[config.mk]
export PLATFORM = sky130hd
export DESIGN_NAME = pulse_gen
export DESIGN_NICKNAME = d
export VERILOG_FILES = /design/src/rtl/pulse_pkg.sv /design/src/rtl/pulse_cnt.sv /design/src/rtl/pulse_gen.sv
export SDC_FILE = /design/constraint.sdc
export NUM_CORES = 1
export LEC_CHECK = 0
export ABC_AREA = 1
export CAP_MARGIN = 40
export CORE_ASPECT_RATIO = 0.7
export CORE_MARGIN = 8
export CORE_UTILIZATION = 40
export CTS_CLUSTER_SIZE = 40
export DETAILED_ROUTE_END_ITERATION = 8
export HOLD_SLACK_MARGIN = 0.06
export PLACE_DENSITY = 0.73
export SYNTH_ARGS = -nofsm -noshare
export SYNTH_HDL_FRONTEND = slang
export SYNTH_SLANG_ARGS = --single-unit
[constraint.sdc]
create_clock -name clk -period 1.8 [get_ports clk]
set_clock_uncertainty 0.15 [all_clocks]
set_input_delay 0.27 -clock clk [delete_from_list [all_inputs] [get_ports clk]]
set_output_delay 0.27 -clock clk [all_outputs]
set_load 0.05 [all_outputs]
[src/rtl/pulse_pkg.sv]
// Shared types and defaults for the pulse_gen block.
package pulse_pkg;

  localparam int unsigned PULSE_WIDTH_DEF = 8;

  typedef enum logic [1:0] {
    ST_IDLE = 2'd0,
    ST_HIGH = 2'd1,
    ST_LOW  = 2'd2,
    ST_DONE = 2'd3
  } pulse_state_e;

endpackage

[src/rtl/pulse_cnt.sv]
// Loadable down-counter with a zero flag; it saturates at zero and never wraps.
module pulse_cnt
  import pulse_pkg::*;
#(
  parameter int unsigned WIDTH = PULSE_WIDTH_DEF
) (
  input  logic             clk,
  input  logic             rst_n,
  input  logic             i_load,
  input  logic             i_en,
  input  logic [WIDTH-1:0] i_load_val,
  output logic             o_zero
);

  logic [WIDTH-1:0] r_cnt;

  always_ff @(posedge clk or negedge rst_n) begin
    if (!rst_n) begin
      r_cnt <= '0;
    end else if (i_load) begin
      r_cnt <= i_load_val;
    end else if (i_en && (r_cnt != '0)) begin
      r_cnt <= r_cnt - WIDTH'(1);
    end
  end

  assign o_zero = (r_cnt == '0);

endmodule

[src/rtl/pulse_gen.sv]
// Programmable single-pulse generator (IDLE/HIGH/LOW/DONE).
// Define PULSE_GEN_BURST_EN to add the n_pulses input and repeat HIGH/LOW pairs.
module pulse_gen
  import pulse_pkg::*;
#(
  parameter int unsigned WIDTH = PULSE_WIDTH_DEF
) (
  input  logic             clk,
  input  logic             rst_n,
  input  logic             start,
  input  logic [WIDTH-1:0] high_len,
  input  logic [WIDTH-1:0] low_len,
`ifdef PULSE_GEN_BURST_EN
  input  logic [WIDTH-1:0] n_pulses,
`endif
  output logic             out,
  output logic             busy,
  output logic             done
);

  pulse_state_e     r_state;
  pulse_state_e     w_next;
  logic [WIDTH-1:0] r_low_len;
  logic             r_out;
  logic             w_load;
  logic             w_en;
  logic [WIDTH-1:0] w_load_val;
  logic             w_zero;
  logic             w_accept;

  assign w_accept = (r_state == ST_IDLE) && start;

`ifdef PULSE_GEN_BURST_EN
  logic [WIDTH-1:0] r_high_len;
  logic [WIDTH-1:0] r_pulses_left;
  logic             w_more;

  assign w_more = (r_pulses_left > WIDTH'(1));

  always_ff @(posedge clk or negedge rst_n) begin
    if (!rst_n) begin
      r_high_len    <= '0;
      r_pulses_left <= '0;
    end else if (w_accept) begin
      r_high_len    <= high_len;
      r_pulses_left <= (n_pulses == '0) ? WIDTH'(1) : n_pulses;
    end else if ((r_state == ST_LOW) && (w_next == ST_HIGH)) begin
      r_pulses_left <= r_pulses_left - WIDTH'(1);
    end
  end
`endif

  always_ff @(posedge clk or negedge rst_n) begin
    if (!rst_n) begin
      r_state   <= ST_IDLE;
      r_low_len <= '0;
      r_out     <= 1'b0;
    end else begin
      r_state <= w_next;
      // out is registered from the next state so it is high exactly while in HIGH
      r_out   <= (w_next == ST_HIGH);
      if (w_accept) begin
        r_low_len <= low_len;
      end
    end
  end

  // Phase counter is loaded with len-1 so the phase ends on the cycle it reads zero
  always_comb begin
    w_next     = r_state;
    w_load     = 1'b0;
    w_en       = 1'b0;
    w_load_val = '0;
    case (r_state)
      ST_IDLE: begin
        if (start) begin
          if (high_len != '0) begin
            w_next     = ST_HIGH;
            w_load     = 1'b1;
            w_load_val = high_len - WIDTH'(1);
          end else begin
            w_next = ST_DONE;
          end
        end
      end
      ST_HIGH: begin
        w_en = 1'b1;
        if (w_zero) begin
          if (r_low_len != '0) begin
            w_next     = ST_LOW;
            w_load     = 1'b1;
            w_load_val = r_low_len - WIDTH'(1);
          end
`ifdef PULSE_GEN_BURST_EN
          else if (w_more) begin
            w_next     = ST_LOW;
            w_load     = 1'b1;
            w_load_val = '0;
          end
`endif
          else begin
            w_next = ST_DONE;
          end
        end
      end
      ST_LOW: begin
        w_en = 1'b1;
        if (w_zero) begin
`ifdef PULSE_GEN_BURST_EN
          if (w_more) begin
            w_next     = ST_HIGH;
            w_load     = 1'b1;
            w_load_val = r_high_len - WIDTH'(1);
          end else begin
            w_next = ST_DONE;
          end
`else
          w_next = ST_DONE;
`endif
        end
      end
      ST_DONE: w_next = ST_IDLE;
      default: w_next = ST_IDLE;
    endcase
  end

  pulse_cnt #(.WIDTH(WIDTH)) u_cnt (
    .clk        (clk),
    .rst_n      (rst_n),
    .i_load     (w_load),
    .i_en       (w_en),
    .i_load_val (w_load_val),
    .o_zero     (w_zero)
  );

  assign out  = r_out;
  assign busy = (r_state != ST_IDLE);
  assign done = (r_state == ST_DONE);

endmodule

==> impl_metrics.env <==
export IMPL_quantity_of_hold_fixing_buffers_added_after_cts=0
export IMPL_yosysSeqAreaShare_pct=30.3
export IMPL_path_class="in2reg"
export IMPL_path_max_fanout=8
export IMPL_hold_worst_slack_ns=0.184
export IMPL_achievable_frequency_mhz=573
export IMPL_crit_path_max_incr_delay_ns=0.49
export IMPL_mappedNetlistArea_um2=1570
export IMPL_series_of_cell_instances_along_the_critical_path="clkdlybuf4s50_1 > inv_1 > ha_1 > nand2_2 > o21ai_4 > buf_12 > or2_2 > nand3_1 > nand2_1 > nand2_1"
export IMPL_syn_num_nets=260
export IMPL_layout_nets=312
export IMPL_synthesis_to_finish_area_growth_pct=37.0
export IMPL_routed_via_density=4.76
export IMPL_globalRouteMet1Util_pct=19.7
export IMPL_powerDensity_nw_per_um2=1610
export IMPL_detailed_place_hpwl_um=3210
export IMPL_rr_startpoint="r_low_len[1]"
export IMPL_tritoncts_num_buffers=3
export IMPL_route_antenna_remaining_nets=0
export IMPL_start_util_pct=40.7
export IMPL_gpl_final_weighted_congestion=0.947
export IMPL_grt_use_met2_pct=21.9
export IMPL_worstSkewPairLatency_ns=0.27
export IMPL_drt_iter0_markers=165
export IMPL_yosys_area_top_type="dfrtp_1"
export IMPL_maximum_capacitance_violations=0
export IMPL_fp_coreArea_um2=3850
export IMPL_tightestPinTransition_ns=0.274
export IMPL_layout_min_cycle_time_ns=1.75
export IMPL_floorplan_die_area_um2=6210
export IMPL_die_width_um=90.9
export IMPL_hold_path_class="in2async"
export IMPL_dr_pass1_iters=4
export IMPL_p_leak_nw=1.03
export IMPL_path_buf_inv=3
export IMPL_num_vias=1595
export IMPL_n_antenna_cell=0
export IMPL_synth_seq_cells=19
export IMPL_worst_ir_drop_vdd_uv=707
export IMPL_r2r_cells=9
export IMPL_die_height_um=68.4
export IMPL_setup_viol=0
export IMPL_drcViolationCount=0
export IMPL_multi_input_gate_area_um2=1020
export IMPL_crit_path_top_delay_cell="clkdlybuf4s50_1"
export IMPL_timing_critical_path_from_type="input port"
export IMPL_cts_sink_count=19
export IMPL_grt_max_degree=20
export IMPL_overflow=0
export IMPL_synth_top_cell_area_share_pct=30.3
export IMPL_report_final_hold_viol_count=0
export IMPL_seq_area_um2=475
export IMPL_timing_critical_path_max_delay_family="buffers and inverters"
export IMPL_fill_cells=374
export IMPL_finalWirelength_um=4290
export IMPL_post_route_cells_drive_above_1_share_pct=21.9
export IMPL_crit_path_end_kind="flip-flop"
export IMPL_yosysWarningCount=0
export IMPL_io_buffer_count=21
export IMPL_final_max_slew_viol_count=0
export IMPL_clock_path_buffers=2
export IMPL_grt_first_pass_wirelength_um=7040
export IMPL_yosys_top_cells_area="dfrtp_1, nand2_1, nor2_1, ha_1, nand3_1"
export IMPL_ios=22
export IMPL_cp_data_arrival_time_ns=1.81
export IMPL_slew_headroom_pct=81.7
export IMPL_post_synth_num_cell_types=28
export IMPL_crit_reg2reg_capture="u_cnt.r_cnt[6]"
export IMPL_final_min_period_over_clock_period_pct=97.0
export IMPL_grtUsageMet3_pct=3.94
export IMPL_worst_ep_required_time_ns=1.87
export IMPL_drt_wirelength_per_cell_um=12.8
export IMPL_row_count=19
export IMPL_grt_busiest_layer="met2"
export IMPL_critical_path_top_cell_by_count="nand2_1"
export IMPL_htree_num_levels=1
export IMPL_rsz0062_at_grt="no"
export IMPL_post_place_cells=326
export IMPL_grt_pass1_vias=1467
export IMPL_instances_no_fill=335
export IMPL_clock_slew_seen_by_the_registers_of_the_worst_setup_and_hold_paths_ns=0.09
export IMPL_grt_antenna_before_repair=0
export IMPL_clock_root_buffer="clkbuf_8"
export IMPL_regToRegSetupSlack_ns=0.11
export IMPL_tritoncts_clock_tree="yes"
export IMPL_grt_total_usage_pct=14.5
export IMPL_synthesis_area_per_instance_um2=6.76
export IMPL_post_synth_inst_count=232
export IMPL_run_status="finished, final reports clean"
export IMPL_totalNegativeSetupSlack_ns=0
-- worst max path at each step --
stage               slack (ns)        start  depth (start not counted)        endpoint
floorplan                 0.06   r_state[0]                          7             out
global placement         -0.20  high_len[1]                         10  u_cnt.r_cnt[1]
global route            0.0006  high_len[1]                         10  u_cnt.r_cnt[1]
finish                    0.05  high_len[1]                         10  u_cnt.r_cnt[1]
detailed placement       -0.25  high_len[1]                         10  u_cnt.r_cnt[1]
CTS                       0.01  high_len[1]                         10  u_cnt.r_cnt[1]
-- report_power, final --
part / internal (mW) / leakage (nW) / switching (mW) / total, mW
clock network: 0.157 / 0.0217 / 0.170 / 0.327
registers: 0.652 / 0.230 / 0.194 / 0.845
logic: 0.945 / 0.776 / 1.33 / 2.28
-- synth_stat cells, drive strengths merged --
| cell type | n |
|---|---|
| a21oi | 5 |
| nor2 | 56 |
| clkinv | 2 |
| nand2 | 58 |
| nand3 | 21 |
| xor2 | 5 |
| nand3b | 2 |
| o21bai | 1 |
| ha | 9 |
| nand4 | 4 |
| dfrtp | 19 |
| inv | 26 |
| xnor2 | 3 |
| o211ai | 1 |
| or2 | 2 |
| o21ai | 17 |
| clkbuf | 1 |
-- sequential cells by signal, summed over array words and instances (netlist names) --
name         count
r_state          2
r_low_len        8
u_cnt.r_cnt      8
out              1
-- placed cells by master (no fill, tap or decap), types with 2 or more instances in the layout --
master / n
nand2_1: 53
ha_1: 7
clkbuf_8: 3
nand2_2: 3
nor2_2: 4
xnor2_1: 3
o21ai_0: 12
nor2_1: 47
inv_2: 6
nor2_4: 5
ha_2: 2
nand3_4: 2
nand4_1: 4
o21ai_1: 4
dfrtp_1: 19
xor2_1: 5
buf_4: 26
a21oi_1: 4
clkdlybuf4s50_1: 18
buf_12: 3
nand3b_1: 2
inv_1: 20
nand2_4: 2
nand3_1: 19
-- cell type report --
type	instances	share of cell area (%)
multi-input cells	185	47.4
repair buffers	47	20.3
clock inverters	1	0.349
inverters	28	4.95
flip-flops and latches	19	22.1
well taps	52	3.03
clock buffers	3	1.92
-- per-stage QoR --
| step | worst slack, ns | util (%) | instance area, µm² | power (mW) |
|---|---|---|---|---|
| after CTS | 0.0138 | 54.1 | 2080 | 3.33 |
| after floorplan | 0.0627 | - | 1570 | 2.29 |
| after detailed placement | -0.247 | 52.9 | 2040 | 3.00 |
| after global routing | 0.000611 | 55.8 | 2150 | 3.80 |
| final | 0.0541 | 55.8 | 2150 | 3.45 |
| after global placement | -0.205 | 52.9 | 2040 | 2.95 |
-- metal layers --
metal	vias to the layer above	wire (µm)	part of all wire (%)
met5	-	0	0
met4	0	41	0.96
met3	4	268	6.2
met2	48	1850	43
met1	707	2130	50
li1	836	-	-
-- timing repair --
item,in CTS,in global routing
buffers inserted,0,4
gates resized for setup,0,12
setup endpoints to repair,0,9
-- worst reg2reg max path: cells and delay by family (launching register included) --
| kind | cells | cell delay (ns) |
|---|---|---|
| buf+inv | 1 | 0.06 |
| compound gates | 1 | 0.04 |
| simple gates | 6 | 0.77 |
| flops | 1 | 0.39 |
| fa+ha+maj | 1 | 0.17 |
-- cell families (layout without fill, tap and decap cells) --
family | after synthesis | after routing | share of synthesized area (%)
AOI/OAI and AO/OA | 24 | 24 | 8.93
xor gates and xnor gates | 8 | 8 | 4.47
adders and majority gates | 9 | 9 | 7.18
buffers and inverters | 29 | 79 | 7.02
DFF | 19 | 19 | 30.3
and+or+nand+nor | 143 | 144 | 42.1
No activity file was read; power rests on OpenSTA's default activity.
